===== config.mk =====
export PLATFORM = sky130hd
export DESIGN_NAME = tx_arbiter
export DESIGN_NICKNAME = d
export VERILOG_FILES = /design/src/rtl/tx_arbiter.sv
export SDC_FILE = /design/constraint.sdc
export NUM_CORES = 1
export LEC_CHECK = 0
export ABC_AREA = 0
export BUFFER_PORTS_ARGS = -buffer_cell sky130_fd_sc_hd__buf_2
export CORE_AREA = 2 2 314 316
export CTS_BUF_LIST = sky130_fd_sc_hd__clkbuf_2 sky130_fd_sc_hd__clkbuf_4 sky130_fd_sc_hd__clkbuf_8
export CTS_CLUSTER_DIAMETER = 200
export DETAILED_ROUTE_END_ITERATION = 8
export DIE_AREA = 0 0 316 318
export PLACE_DENSITY = 0.43
export SYNTH_ARGS = -nofsm -noshare
export SYNTH_HDL_FRONTEND = slang
export SYNTH_SLANG_ARGS = --single-unit
export TNS_END_PERCENT = 30

===== constraint.sdc =====
create_clock -name clk -period 6.6 [get_ports clk]
set_input_delay 1.32 -clock clk [delete_from_list [all_inputs] [get_ports clk]]
set_output_delay 1.32 -clock clk [all_outputs]
set_load 0.01 [all_outputs]

===== src/rtl/tx_arbiter.sv =====
`default_nettype none
// ============================================================================
// Module   : tx_arbiter
// Brief    : Packet-level arbiter sharing one registered tx stream among five
//            requesters (barrier, B, R, AR, AW+W); whole packets, no interleave.
// Revision : 1.0
// ============================================================================
module tx_arbiter #(
    parameter int DATA_WIDTH   = 16,
    parameter int BARRIER_PRIO = 1
) (
    input  logic                        clk,
    input  logic                        reset,
    input  logic [5*DATA_WIDTH*8-1:0]   in_data,
    input  logic [19:0]                 in_connection_id,
    input  logic [4:0]                  in_last,
    input  logic [4:0]                  in_valid,
    output logic [4:0]                  in_ready,
    output logic [DATA_WIDTH*8-1:0]     tx_data,
    output logic [3:0]                  tx_connection_id,
    output logic                        tx_last,
    output logic                        tx_valid,
    input  logic                        tx_ready,
    output logic                        busy,
    output logic [2:0]                  grant_id
);

    localparam int         c_BEAT_W  = DATA_WIDTH * 8;
    localparam int         c_NUM_REQ = 5;
    localparam logic [0:0] c_IDLE    = 1'b0;
    localparam logic [0:0] c_LOCK    = 1'b1;

    logic [0:0]          r_state;
    logic [0:0]          w_state_nxt;
    logic [2:0]          r_last_grant;
    logic [2:0]          r_grant_id;
    logic                r_busy;
    logic [c_BEAT_W-1:0] r_tx_data;
    logic [3:0]          r_tx_cid;
    logic                r_tx_last;
    logic                r_tx_valid;

    logic [2:0]          w_winner;
    logic                w_any;
    logic [2:0]          w_sel;
    logic                w_sel_valid;
    logic                w_load_ok;
    logic                w_accept;
    logic [c_BEAT_W-1:0] w_data;
    logic [3:0]          w_cid;
    logic                w_last;

    // Index reached by stepping 'step' places past 'base', wrapping 4 -> 0.
    function automatic logic [2:0] f_rr_index(input logic [2:0] base, input int step);
        int sum;
        sum = int'(base) + step;
        if (sum >= c_NUM_REQ) sum = sum - c_NUM_REQ;
        return 3'(sum);
    endfunction

    always_comb begin
        w_winner = 3'd0;
        w_any    = 1'b0;
        if (BARRIER_PRIO != 0 && in_valid[0]) begin
            w_any = 1'b1;
        end else begin
            for (int k = 1; k <= c_NUM_REQ; k++) begin
                if (!w_any && in_valid[f_rr_index(r_last_grant, k)]) begin
                    w_any    = 1'b1;
                    w_winner = f_rr_index(r_last_grant, k);
                end
            end
        end
    end

    always_comb begin
        w_load_ok = !r_tx_valid || tx_ready;
        if (r_state == c_LOCK) begin
            w_sel       = r_grant_id;
            w_sel_valid = in_valid[r_grant_id];
        end else begin
            w_sel       = w_winner;
            w_sel_valid = w_any;
        end
        w_accept = w_sel_valid && w_load_ok && !reset;

        in_ready = 5'b00000;
        if (!reset && (r_state == c_LOCK || w_any)) in_ready[w_sel] = w_load_ok;

        w_data = '0;
        w_cid  = 4'd0;
        w_last = 1'b0;
        for (int i = 0; i < c_NUM_REQ; i++) begin
            if (w_sel == 3'(i)) begin
                w_data = in_data[i*c_BEAT_W +: c_BEAT_W];
                w_cid  = in_connection_id[i*4 +: 4];
                w_last = in_last[i];
            end
        end
    end

    always_comb begin
        w_state_nxt = r_state;
        case (r_state)
            c_IDLE:  if (w_accept && !w_last) w_state_nxt = c_LOCK;
            c_LOCK:  if (w_accept && w_last)  w_state_nxt = c_IDLE;
            default: w_state_nxt = c_IDLE;
        endcase
    end

    always_ff @(posedge clk or posedge reset) begin
        if (reset) r_state <= c_IDLE;
        else       r_state <= w_state_nxt;
    end

    // Pointer resets to 4 so requester 0 is the first round-robin candidate.
    always_ff @(posedge clk or posedge reset) begin
        if (reset) begin
            r_last_grant <= 3'd4;
            r_grant_id   <= 3'd0;
            r_busy       <= 1'b0;
        end else if (w_accept) begin
            r_grant_id <= w_sel;
            r_busy     <= !w_last;
            if (w_last) r_last_grant <= w_sel;
        end
    end

    always_ff @(posedge clk or posedge reset) begin
        if (reset) begin
            r_tx_valid <= 1'b0;
            r_tx_data  <= '0;
            r_tx_cid   <= 4'd0;
            r_tx_last  <= 1'b0;
        end else if (w_accept) begin
            r_tx_valid <= 1'b1;
            r_tx_data  <= w_data;
            r_tx_cid   <= w_cid;
            r_tx_last  <= w_last;
        end else if (tx_ready) begin
            r_tx_valid <= 1'b0;
        end
    end

    assign tx_data          = r_tx_data;
    assign tx_connection_id = r_tx_cid;
    assign tx_last          = r_tx_last;
    assign tx_valid         = r_tx_valid;
    assign busy             = r_busy;
    assign grant_id         = r_grant_id;

endmodule
`default_nettype wire


======== Word-level counts from Yosys, hierarchy flattened ========
Cells that the tools add are included.
word-level totals
  word-level logic and storage cells ...... 122
  bits of input ports ..................... 673
  output and inout port bits .............. 143
  flip-flop bits (word level) ............. 142
operators by class
  eq/ne operators ......................... 4
  reductions and logical operators ........ 22
  add/subtract/negate cells ............... 10
  bitwise logic cells ..................... 2
  order comparisons ....................... 13
  multiplexer cells ....................... 63
operators with widths
  cell                                                                                 number
  128-bit 2-to-1 mux                                                                   5
  3-bit 2-to-1 mux                                                                     17
  3-bit by 4-bit < comparator with 1-bit output, second input constant                 7
  1-bit 2-to-1 mux                                                                     27
  4-bit by 3-bit greater-or-equal comparator with 1-bit output, second input constant  5
  4-bit 2-to-1 mux                                                                     5
  1-bit binary-select mux with 3-bit select                                            6
  3-bit subtractor, second input constant                                              5
  1-bit logical AND                                                                    10
  3-bit by 2-bit adder with 4-bit output, second input constant                        2
  3-bit by 3-bit adder with 4-bit output, second input constant                        2
  1-bit logical NOT                                                                    7
  3-bit by 2-bit == test with 1-bit output, second input constant                      2
  5-bit AND                                                                            1
  5-bit 2-to-1 mux                                                                     1
  3-bit by 1-bit adder with 4-bit output, second input constant                        1
  1-bit demux with 3-bit select                                                        1
  3-bit by 1-bit == test with 1-bit output, second input constant                      1
  3-bit == test, second input constant                                                 1
  3-bit by 1-bit greater-or-equal comparator with 1-bit output, second input constant  1
  3-bit logical NOT                                                                    1
  1-bit logical OR                                                                     2
  1-bit case mux with 2 select lines                                                   1
  2-bit AND reduction                                                                  1
  other kinds (2)                                                                      2

======== Depth between registers and ports, before layout ========
Gate-level depths: netlist of run 1.
  depth in word-level cells ............... 35
  gate-level depth with buffers ........... 18
  gate-level depth less buffers ........... 14

======== Worst setup path before layout of run 1 ========
Ideal clock, no wire load.
  path type ............................... input to output
  start ................................... input in_valid[2]
  end ..................................... output in_ready[0]
  path slack .............................. 1,256 ps
  path buffers ............................ 4
  cell stages on the path ................. 13
  data required time ...................... 5,280 ps
  data arrival time ....................... 4,024 ps
  path through ............................ clkbuf_1 > mux4_2 > and3_1 > a31o_1 > o21a_1 > o211a_1 > o41a_1 > a21o_1 > buf_6 > buf_6 > buf_6 > or2_0 > nor2_1
between the ends
  longest elaborated chain between the ends .. 27
  elaborated cells between the ends (all ways) .. 44
  classes of those cells .................. 2 x order compare; 30 x mux; 1 x bitwise; 11 x reduce/logical
RTL lines
  item                                                                                                                                                 RTL line  text
  from (decl)                                                                                                                                          17        input logic [4:0] in_valid,
  1-bit binary-select mux with 3-bit select                                                                                                            68        if (!w_any && in_valid[f_rr_index(r_last_grant, k)]) begin
  1-bit 2-to-1 mux (not written as such)                                                                                                               68
  1-bit 2-to-1 mux                                                                                                                                     68
  1-bit 2-to-1 mux                                                                                                                                     64        if (BARRIER_PRIO != 0 && in_valid[0]) begin
  1-bit logical NOT                                                                                                                                    68
  1-bit logical AND                                                                                                                                    68
  1-bit 2-to-1 mux                                                                                                                                     68
  1-bit 2-to-1 mux                                                                                                                                     64
  (+11 left out)                                                                                                                                       n/a
  3-bit 2-to-1 mux                                                                                                                                     64
  3-bit 2-to-1 mux                                                                                                                                     78        if (r_state == c_LOCK) begin
  3-bit by 4-bit < comparator with 1-bit output (not written as such) or 3-bit by 1-bit greater-or-equal comparator with 1-bit output (tied branches)  88        if (!reset && (r_state == c_LOCK || w_any)) in_ready[w_sel] = w_load_ok;
  1-bit logical AND (not written as such)                                                                                                              88
  1-bit 2-to-1 mux (not written as such)                                                                                                               88
  1-bit demux with 3-bit select                                                                                                                        88
  5-bit AND (no source line)                                                                                                                           n/a
  5-bit 2-to-1 mux (*)                                                                                                                                 88
  to (decl)                                                                                                                                            18        output logic [4:0] in_ready,
Mark *: on every way between the ends. The rest lies on a longest branch, timed or not. The select of a mux whose other input is x is not followed.

======== Worst setup path in the final report of run 1 ========
  start ................................... register r_last_grant[2]
  end ..................................... output in_ready[0]
between the ends
  longest elaborated chain between the ends .. 31
  elaborated cells between the ends (all ways) .. 69
  classes of those cells .................. 10 x add/sub; 7 x order compare; 40 x mux; 1 x bitwise; 11 x reduce/logical
RTL lines
  item                                                                                                                                                 RTL line  text
  from (decl)                                                                                                                                          35        logic [2:0] r_last_grant;
  from (signal assigned)                                                                                                                               125       if (w_last) r_last_grant <= w_sel;
  3-bit by 1-bit adder with 4-bit output                                                                                                               56        sum = int'(base) + step;
  4-bit by 3-bit greater-or-equal comparator with 1-bit output or 3-bit subtractor (tied branches)                                                     57        if (sum >= c_NUM_REQ) sum = sum - c_NUM_REQ;
  3-bit 2-to-1 mux                                                                                                                                     57
  3-bit 2-to-1 mux                                                                                                                                     64
  1-bit binary-select mux with 3-bit select                                                                                                            68
  1-bit 2-to-1 mux (not written as such)                                                                                                               68
  1-bit 2-to-1 mux                                                                                                                                     68
  1-bit 2-to-1 mux                                                                                                                                     64
  (+15 left out)                                                                                                                                       n/a
  3-bit 2-to-1 mux                                                                                                                                     64
  3-bit 2-to-1 mux                                                                                                                                     78
  3-bit by 4-bit < comparator with 1-bit output (not written as such) or 3-bit by 1-bit greater-or-equal comparator with 1-bit output (tied branches)  88
  1-bit logical AND (not written as such)                                                                                                              88
  1-bit 2-to-1 mux (not written as such)                                                                                                               88
  1-bit demux with 3-bit select                                                                                                                        88
  5-bit AND (no source line)                                                                                                                           n/a
  5-bit 2-to-1 mux (*)                                                                                                                                 88
Marked as above.

==> impl_results.md, run 1 <==
* Mapped Cells at between 1,000 and 1,500
* RSZ-0062 raised after global routing: false
* Distinct cells, synth at 74
* Max-cap viol count at 0
* Vias in the first global route at 12,800
* Measured slew at the worst slew-check pin at 1.02 ns
* Syn Nets at 1,915
* CP endpoint kind: output port
* Post_cts resized at 0
* Placement Cell Area at 16,600 sq um
* Worst reg2reg startpoint: r_last_grant[2]$_DFFE_PP1P_
* End of the critical path: in_ready[0]
* Sw Share at 0.506
* Clock sink count at 141
* Synth area leader: dfrtp_1
* Crit start category: flip-flop
* TritonRoute pass-1 iters at 5
* Global Route Usage Sum at 0.115
* LEAKAGE at 7.27 nW
* Starting Density at 0.116
* Deepest clock path buffer count at 2
* Worst hold stages at 2
* Final instance area at 17,000 sq um
* Overall power consumption at 8.85 mW
* Critical Path RT at between 5 and 6 ns
* Initial antenna violation count at 12
* Status: finished clean
* P_sw at 4.48 mW
* Total CTS buffers at 17
* Synth async-reset ratio at 1.00
* Ys Warns at 0
* Area Growth Syn to Fin at 50.7%
* Clk root buf: clkbuf_8
* Layout cell share with drive strength beyond 1 at 0.452
* Vias per cell at 3.82
* Int Power at 4.38 mW
* Relative max-transition margin at 0.323
* Tcrit/Tclk final at 0.889
* Peak VDD IR at 0.460 mV
* DRT antenna net count at 0
* Syn_area_per_cell at 9.15 sq um
* Die W at 316 um
* Pwr/cell area at 522 nW/um^2
* Reg2reg end: tx_data[114]$_DFFE_PP0P_
* Final wirelength at 59.7 mm
* Worst skew pair latency at 0.58 ns
* Layout Nets at approximately 2,700
* R2R depth at 13
* Placer Congestion at 0.858
* Critical path arrival at approximately 4.6 ns
* Hold WC Path Type: flip-flop to flip-flop
* Fmax at 170 MHz
* Fin. max-slew vios at 0
* EDFF count, synth at 0
* Clock-pin slew on the worst setup and hold paths at 0.10 ns
* CTS tree: built
* Minimum clock period at 5.87 ns
* Drc violations at 0
* Setup Buffers After CTS at 0
* Hold buffers post-CTS at 0
* Most used DFF post-synth: dfrtp_1
* Synth top area share at 0.311
* Crit-path max FO at 10
* Combinational share of power at 0.732
* I/O pins at just over 800
* Mapped Area at approximately 11,000 sq um
* Core area at 97,400 sq um
* Final hold vios at 0
* Final worst slack at between 0.7 and 0.8 ns
* Sequential share of the synthesized area at 0.313
* Total Die Area at 100,000 sq um
* # rows at 115
* First-pass GRT wire length at 84.5 mm
* # H-tree levels at 4
* Die Span Y at 318 um
* Commonest non-fill, non-tap cell in the layout: buf_2
* # port buffers at 815
* Critical Path Start: r_last_grant[2]$_DFFE_PP1P_
* Via count at 12,500
* Total congestion overflow at 0
* Synth Register Bits at 141
* Setup Skew at 0.0209 ns
* Dpl ws at approximately 1.2 ns
* Most area-consuming cells after synthesis: dfrtp_1 31%, mux2i_1 25%, o22a_1 10%, a31oi_1 7.6%, nand2_1 4.9%
* Commonest non-fill, non-tap cells in the layout: 815 x buf_2, 279 x mux2i_1, 146 x nand2_1, 146 x nor2_1, 140 x dfrtp_1
* Initial DRC count at 660
* Avg WL per Cell at about 18 um
* Final HPWL from detailed placement at 46.8 mm
* Largest net degree at the start of global routing at 141
* Flop pwr share at 0.181
* Clock power frac at 0.087
* Setup violations, final at 0
* CP Class: flip-flop to output port
* R2R Setup Slk at 1.39 ns
* Setup_tns at 0 ns
==> area by class of cell <==
type / instances / area (sq um)
fill: 11100 / 80400
multi-input combinational: 969 / 7090
timing repair buffer: 831 / 4310
sequential: 141 / 3530
tap: 1287 / 1610
clock buffer: 20 / 263
clock inverter: 12 / 113
inverter: 11 / 46.3
antenna: 7 / 17.5
==> Yosys cell counts (all sizes together) (9+ instances only) <==
cell type / n
a31oi: 136
buf: 55
clkbuf: 56
dfrtp: 140
ha: 9
inv: 9
mux2i: 281
nand2: 148
nand3: 9
nor2: 147
nor2b: 10
o22a: 132
==> per-layer routing <==
layer | vias up | track usage | part of all wire
met4 | 8 | 0.0478 | 0.029
met5 | - | 0 | 0.00077
met3 | 61 | 0.0266 | 0.060
li1 | 6066 | - | -
met2 | 455 | 0.192 | 0.48
met1 | 5937 | 0.141 | 0.43
==> state kept, by name, indices dropped and copies added (netlist names) <==
name and count:
tx_last 1, grant_id 3, tx_data 128, tx_connection_id 4, tx_valid 1, busy 1
r_last_grant 3
==> stage by stage <==
step	util	instances	hold WS [ns]
after CTS	0.174	3271	0.530
after global placement	0.170	3239	0.505
after floorplan	-	1232	0.551
after global routing	0.174	3277	0.556
final	0.174	3278	0.523
after detailed placement	0.170	3239	0.503
==> worst max-delay path, cell delays in order (launching register included) <==
cell	delay, ns
dfstp_2	0.63
clkinv_1	0.31
ha_1	0.45
a21oi_2	0.29
mux2_2	0.38
a2bb2oi_2	0.18
nor3b_1	0.17
a311o_1	0.40
a31o_2	0.24
a32oi_2	0.51
nand2_8	0.11
nor2_1	0.16
buf_2	0.15
==> worst min-delay path by stage <==
stage / from / end
after floorplan: tx_last$_DFFE_PP0P_ / tx_last$_DFFE_PP0P_
after global placement: tx_last$_DFFE_PP0P_ / tx_last$_DFFE_PP0P_
after detailed placement: tx_last$_DFFE_PP0P_ / tx_last$_DFFE_PP0P_
after CTS: tx_last$_DFFE_PP0P_ / tx_last$_DFFE_PP0P_
after global routing: tx_last$_DFFE_PP0P_ / tx_last$_DFFE_PP0P_
final: tx_last$_DFFE_PP0P_ / tx_last$_DFFE_PP0P_
==> cells by family after synthesis <==
family	synth area share
AOI/OAI and AO/OA	0.220
xor gates and xnor gates	0.00378
adders and majority gates	0.0118
buffers and inverters	0.0620
DFF	0.313
muxes	0.259
and+or+nand+nor	0.130
==> power groups by stage <==
| stage | sequential (mW) | clock (mW) | combinational (mW) |
|---|---|---|---|
| floorplan | 1.77 | 0 | 4.39 |
| global placement | 1.61 | 0 | 6.57 |
| detailed placement | 1.62 | 0 | 6.55 |
| CTS | 1.61 | 0.845 | 6.56 |
| global route | 1.67 | 0.857 | 7.03 |
| finish | 1.61 | 0.767 | 6.48 |
No activity file was read; power rests on OpenSTA's default activity.
==> inputs of run 2 (changes only) <==
--- a/config.mk
+++ b/config.mk
@@ -5,7 +5,7 @@
 export SDC_FILE = /design/constraint.sdc
 export NUM_CORES = 1
 export LEC_CHECK = 0
-export ABC_AREA = 0
+export ABC_AREA = 1
 export BUFFER_PORTS_ARGS = -buffer_cell sky130_fd_sc_hd__buf_2
 export CORE_AREA = 2 2 314 316
 export CTS_BUF_LIST = sky130_fd_sc_hd__clkbuf_2 sky130_fd_sc_hd__clkbuf_4 sky130_fd_sc_hd__clkbuf_8
==> run 2 against run 1 <==
  * Fmax rose by 1.1%
  * Critical path depth is 9 higher
  * Sequential share of layout area grew 0.19 points
  * Non-clock buffer count up 8
  * Combinational power increased by 21%
  * Via count grew 19%
  * Power increased by 15%
  * Count of clock-buffer cells in the layout is the same
  * Critical path type unchanged
  * Critical endpoint is now in_ready[4]
==> impl_results.md, run 2 <==
* TritonRoute pass-1 iters at 5 (unchanged)
* RSZ-0062 raised after global routing: false (unchanged)
* LEAKAGE at 9.13 nW (was 7.27 nW)
* Clock power frac at 0.076 (was 0.087)
* Die W at 316 um (unchanged)
* CP endpoint kind: output port (unchanged)
* Final core utilization at 0.173 (was 0.174)
* Starting Density at 0.113 (was 0.116)
* Crit start category: flip-flop (unchanged)
* Met2 Wirelength at 35.4 mm (was 28.9 mm)
* Top Metal Used: met5 (unchanged)
* Vias in the first global route at 14,800 (was 12,800)
* Most used DFF post-synth: dfrtp_1 (unchanged)
* Synth Register Bits at 141 (unchanged)
* Reg2reg end: tx_data[11]$_DFFE_PP0P_ (was tx_data[114]$_DFFE_PP0P_)
* Layout cell share with drive strength beyond 1 at 0.343 (was 0.452)
* Status: finished clean (unchanged)
* Die Span Y at 318 um (unchanged)
* Avg WL per Cell at 18.8 um (was 18.2 um)
* Hold WC Path Type: flip-flop to flip-flop (unchanged)
* Flop pwr share at 0.151 (was 0.181)
* Fin. max-slew vios at 0 (unchanged)
* Largest net degree at the start of global routing at 117 (was 141)
* Initial DRC count at 743 (was 660)
* Clock-pin slew on the worst setup and hold paths at 0.11 ns (was 0.10 ns)
* Initial antenna violation count at 35 (was 12)
* Hold buffers post-CTS at 0 (unchanged)
* Synth area leader: dfrtp_1 (unchanged)
* Commonest non-fill, non-tap cell in the layout: nand2_1 (was buf_2)
* Area Growth Syn to Fin at 52.8% (was 50.7%)
* Critical path arrival at 4.49 ns (was 4.55 ns)
* Mapped Area at 11,000 sq um (was 11,300 sq um)
* Max reg flops at 128 (unchanged)
* Final HPWL from detailed placement at 59.7 mm (was 46.8 mm)
* Final worst slack at 0.794 ns (was 0.732 ns)
* Distinct cells, synth at 37 (was 74)
* Measured slew at the worst slew-check pin at 0.882 ns (was 1.02 ns)
* Total congestion overflow at 0 (unchanged)
* Syn_area_per_cell at 5.92 sq um (was 9.15 sq um)
* Clk root buf: clkbuf_8 (unchanged)
* End of the critical path: in_ready[4] (was in_ready[0])
* Sequential share of the synthesized area at 0.321 (was 0.313)
* Synth cell count leaders: 851 x nand2_1, 176 x nor2_1, 169 x nand3_1 (was 279 x mux2i_1, 146 x nand2_1, 146 x nor2_1)
* Minimum clock period at 5.81 ns (was 5.87 ns)
* Tcrit/Tclk final at 0.880 (was 0.889)
* Top-count cell post-synth: nand2_1 (was mux2i_1)
* Placer Congestion at 0.846 (was 0.858)
* Pwr/cell area at 605 nW/um^2 (was 522 nW/um^2)
* Final std cells w/o fill at 3,911 (was 3,278)
* Post_cts resized at 0 (unchanged)
* R2R depth at 22 (was 13)
* Setup Skew at 0.0250 ns (was 0.0209 ns)
* # rows at 115 (unchanged)
* Sw Share at 0.609 (was 0.506)
* Overall power consumption at 10.2 mW (was 8.85 mW)
* I/O pins at 816 (unchanged)
* Total CTS buffers at 17 (unchanged)
* Total Die Area at 100,000 sq um (unchanged)
* Final wirelength at 73.3 mm (was 59.7 mm)
* Setup_tns at 0 ns (unchanged)
* Ys Warns at 0 (unchanged)
* Peak VDD IR at 0.770 mV (was 0.460 mV)
* Max-cap viol count at 0 (unchanged)
* Routed wl met3 at 6.50 mm (was 3.58 mm)
* CP Class: flip-flop to output port (unchanged)
* Core area at 97,400 sq um (unchanged)
* Drc violations at 0 (unchanged)
* # port buffers at 815 (unchanged)
* Synth async-reset ratio at 1.00 (unchanged)
* Setup Buffers After CTS at 0 (unchanged)
* Clock sink count at 141 (unchanged)
* First-pass GRT wire length at 102 mm (was 84.5 mm)
* Commonest non-fill, non-tap cells in the layout: 850 x nand2_1, 815 x buf_2, 176 x nor2_1 (was 815 x buf_2, 279 x mux2i_1, 146 x nand2_1, 146 x nor2_1, 140 x dfrtp_1)
* Vias per cell at 3.82 (about the same)
* R2R Setup Slk at 1.52 ns (was 1.39 ns)
* Final hold vios at 0 (unchanged)
* Relative max-transition margin at 0.412 (was 0.323)
* M1 WL at 29.4 mm (was 25.4 mm)
* Syn Nets at 2,544 (was 1,915)
* CTS tree: built (unchanged)
* Global Route Usage Sum at 0.141 (was 0.115)
* Mapped Cells at 1,861 (was 1,232)
* Setup violations, final at 0 (unchanged)
* Combinational share of power at 0.773 (was 0.732)
* Layout Nets at 3,287 (was 2,654)
* Critical Path Start: r_last_grant[0]$_DFFE_PP0P_ (was r_last_grant[2]$_DFFE_PP1P_)
* Post-Place Cells at 3,872 (was 3,239)
* Synth top area share at 0.318 (was 0.311)
* Fmax at 172 MHz (was 170 MHz)
* Most area-consuming cells after synthesis: dfrtp_1 32%, nand2_1 29%, nand3_1 7.7%, o21ai_1 6.9%, nor2_1 6.0% (was dfrtp_1 31%, mux2i_1 25%, o22a_1 10%, a31oi_1 7.6%, nand2_1 4.9%)
* Critical Path RT at 5.28 ns (about the same)
* Int Power at 3.97 mW (was 4.38 mW)
* # H-tree levels at 4 (unchanged)
* P_sw at 6.20 mW (was 4.48 mW)
* Deepest clock path buffer count at 2 (unchanged)
* Via count at 14,900 (was 12,500)
* Worst skew pair latency at 0.58 ns (about the same)
* Crit-path max FO at 52 (was 10)
* DRT antenna net count at 0 (unchanged)
* Dpl ws at 1.33 ns (was 1.24 ns)
* EDFF count, synth at 0 (unchanged)
* Worst reg2reg startpoint: r_last_grant[0]$_DFFE_PP0P_ (was r_last_grant[2]$_DFFE_PP1P_)
-- run 2: cell types whose count changed after synthesis, sizes merged, moves of 132 or more --
| cell | before | now |
|---|---|---|
| o22a | 132 | 0 |
| nand2 | 148 | 857 |
| nand3 | 9 | 173 |
| a31oi | 136 | 1 |
| mux2i | 281 | 0 |
| o21ai | 5 | 222 |
-- run 2: worst min path at each step --
stage	startpoint	end	slack (ns)	depth (start not counted)
2_1_floorplan	r_last_grant[2]$_DFFE_PP1P_	r_last_grant[2]$_DFFE_PP1P_	0.50	2
3_3_place_gp	tx_data[119]$_DFFE_PP0P_	tx_data[119]$_DFFE_PP0P_	0.46	2
5_1_grt	tx_data[34]$_DFFE_PP0P_	tx_data[34]$_DFFE_PP0P_	0.51	2
3_5_place_dp	tx_data[47]$_DFFE_PP0P_	tx_data[47]$_DFFE_PP0P_	0.46	2
4_1_cts	tx_data[36]$_DFFE_PP0P_	tx_data[36]$_DFFE_PP0P_	0.49	2
6_report	tx_data[36]$_DFFE_PP0P_	tx_data[36]$_DFFE_PP0P_	0.48	2
-- run 2: through the flow --
stage / area [sq um] / hold slack (ns)
finish: 16800 / 0.482
global route: 16800 / 0.509
CTS: 16800 / 0.488
detailed placement: 16400 / 0.461
global placement: 16400 / 0.459
floorplan: 11000 / 0.501
-- run 2: critical path: stages, from the launching register on --
cell and delay [ns]:
dfrtp_1 0.65, inv_1 0.29, ha_1 0.55, inv_2 0.11, nand2_1 0.08, nand2_1 0.11
inv_1 0.07, nand2_1 0.04, o21ai_1 0.13, nand3_1 0.14, nand3_2 0.14, nand4_1 0.16
nor2_2 0.16, nand3_1 0.09, nand2_1 0.06, inv_1 0.04, nand2_1 0.07, nand2_2 0.19
nor3_4 0.33, inv_8 0.15, nor2_1 0.16, buf_2 0.16
-- run 2: cells by family after synthesis --
group,after synthesis,synth area share
adder cells (fa/ha/maj),10,0.0120
buffers and inverters,188,0.0757
XOR/XNOR,1,0.000796
flip-flops,141,0.321
AO/OA/AOI/OAI,233,0.107
AND/OR/NAND/NOR,1288,0.484
-- run 2: power groups by stage --
stage                     clock network (mW)  logic, mW  registers, mW
after detailed placement                   0       8.08           1.55
after global routing                   0.863       8.85           1.59
after global placement                     0       8.11           1.55
after floorplan                            0       4.71           1.70
after CTS                              0.846       8.10           1.54
final                                  0.775       7.86           1.53
-- run 2: area by class of cell --
class                      count  area (sq um)
multi-input combinational   1532          6660
sequential                   141          3530
fill                       11500         80600
clock buffer                  20           263
clock inverter                10           119
tap                         1287          1610
timing repair buffer         839          4320
inverter                      73           302
antenna                        9          22.5
-- run 2: per-layer routing --
metal	vias to the layer above	global-route usage
met5	-	0
met4	18	0.0531
met3	98	0.0515
met2	614	0.240
met1	6754	0.159
li1	7441	-
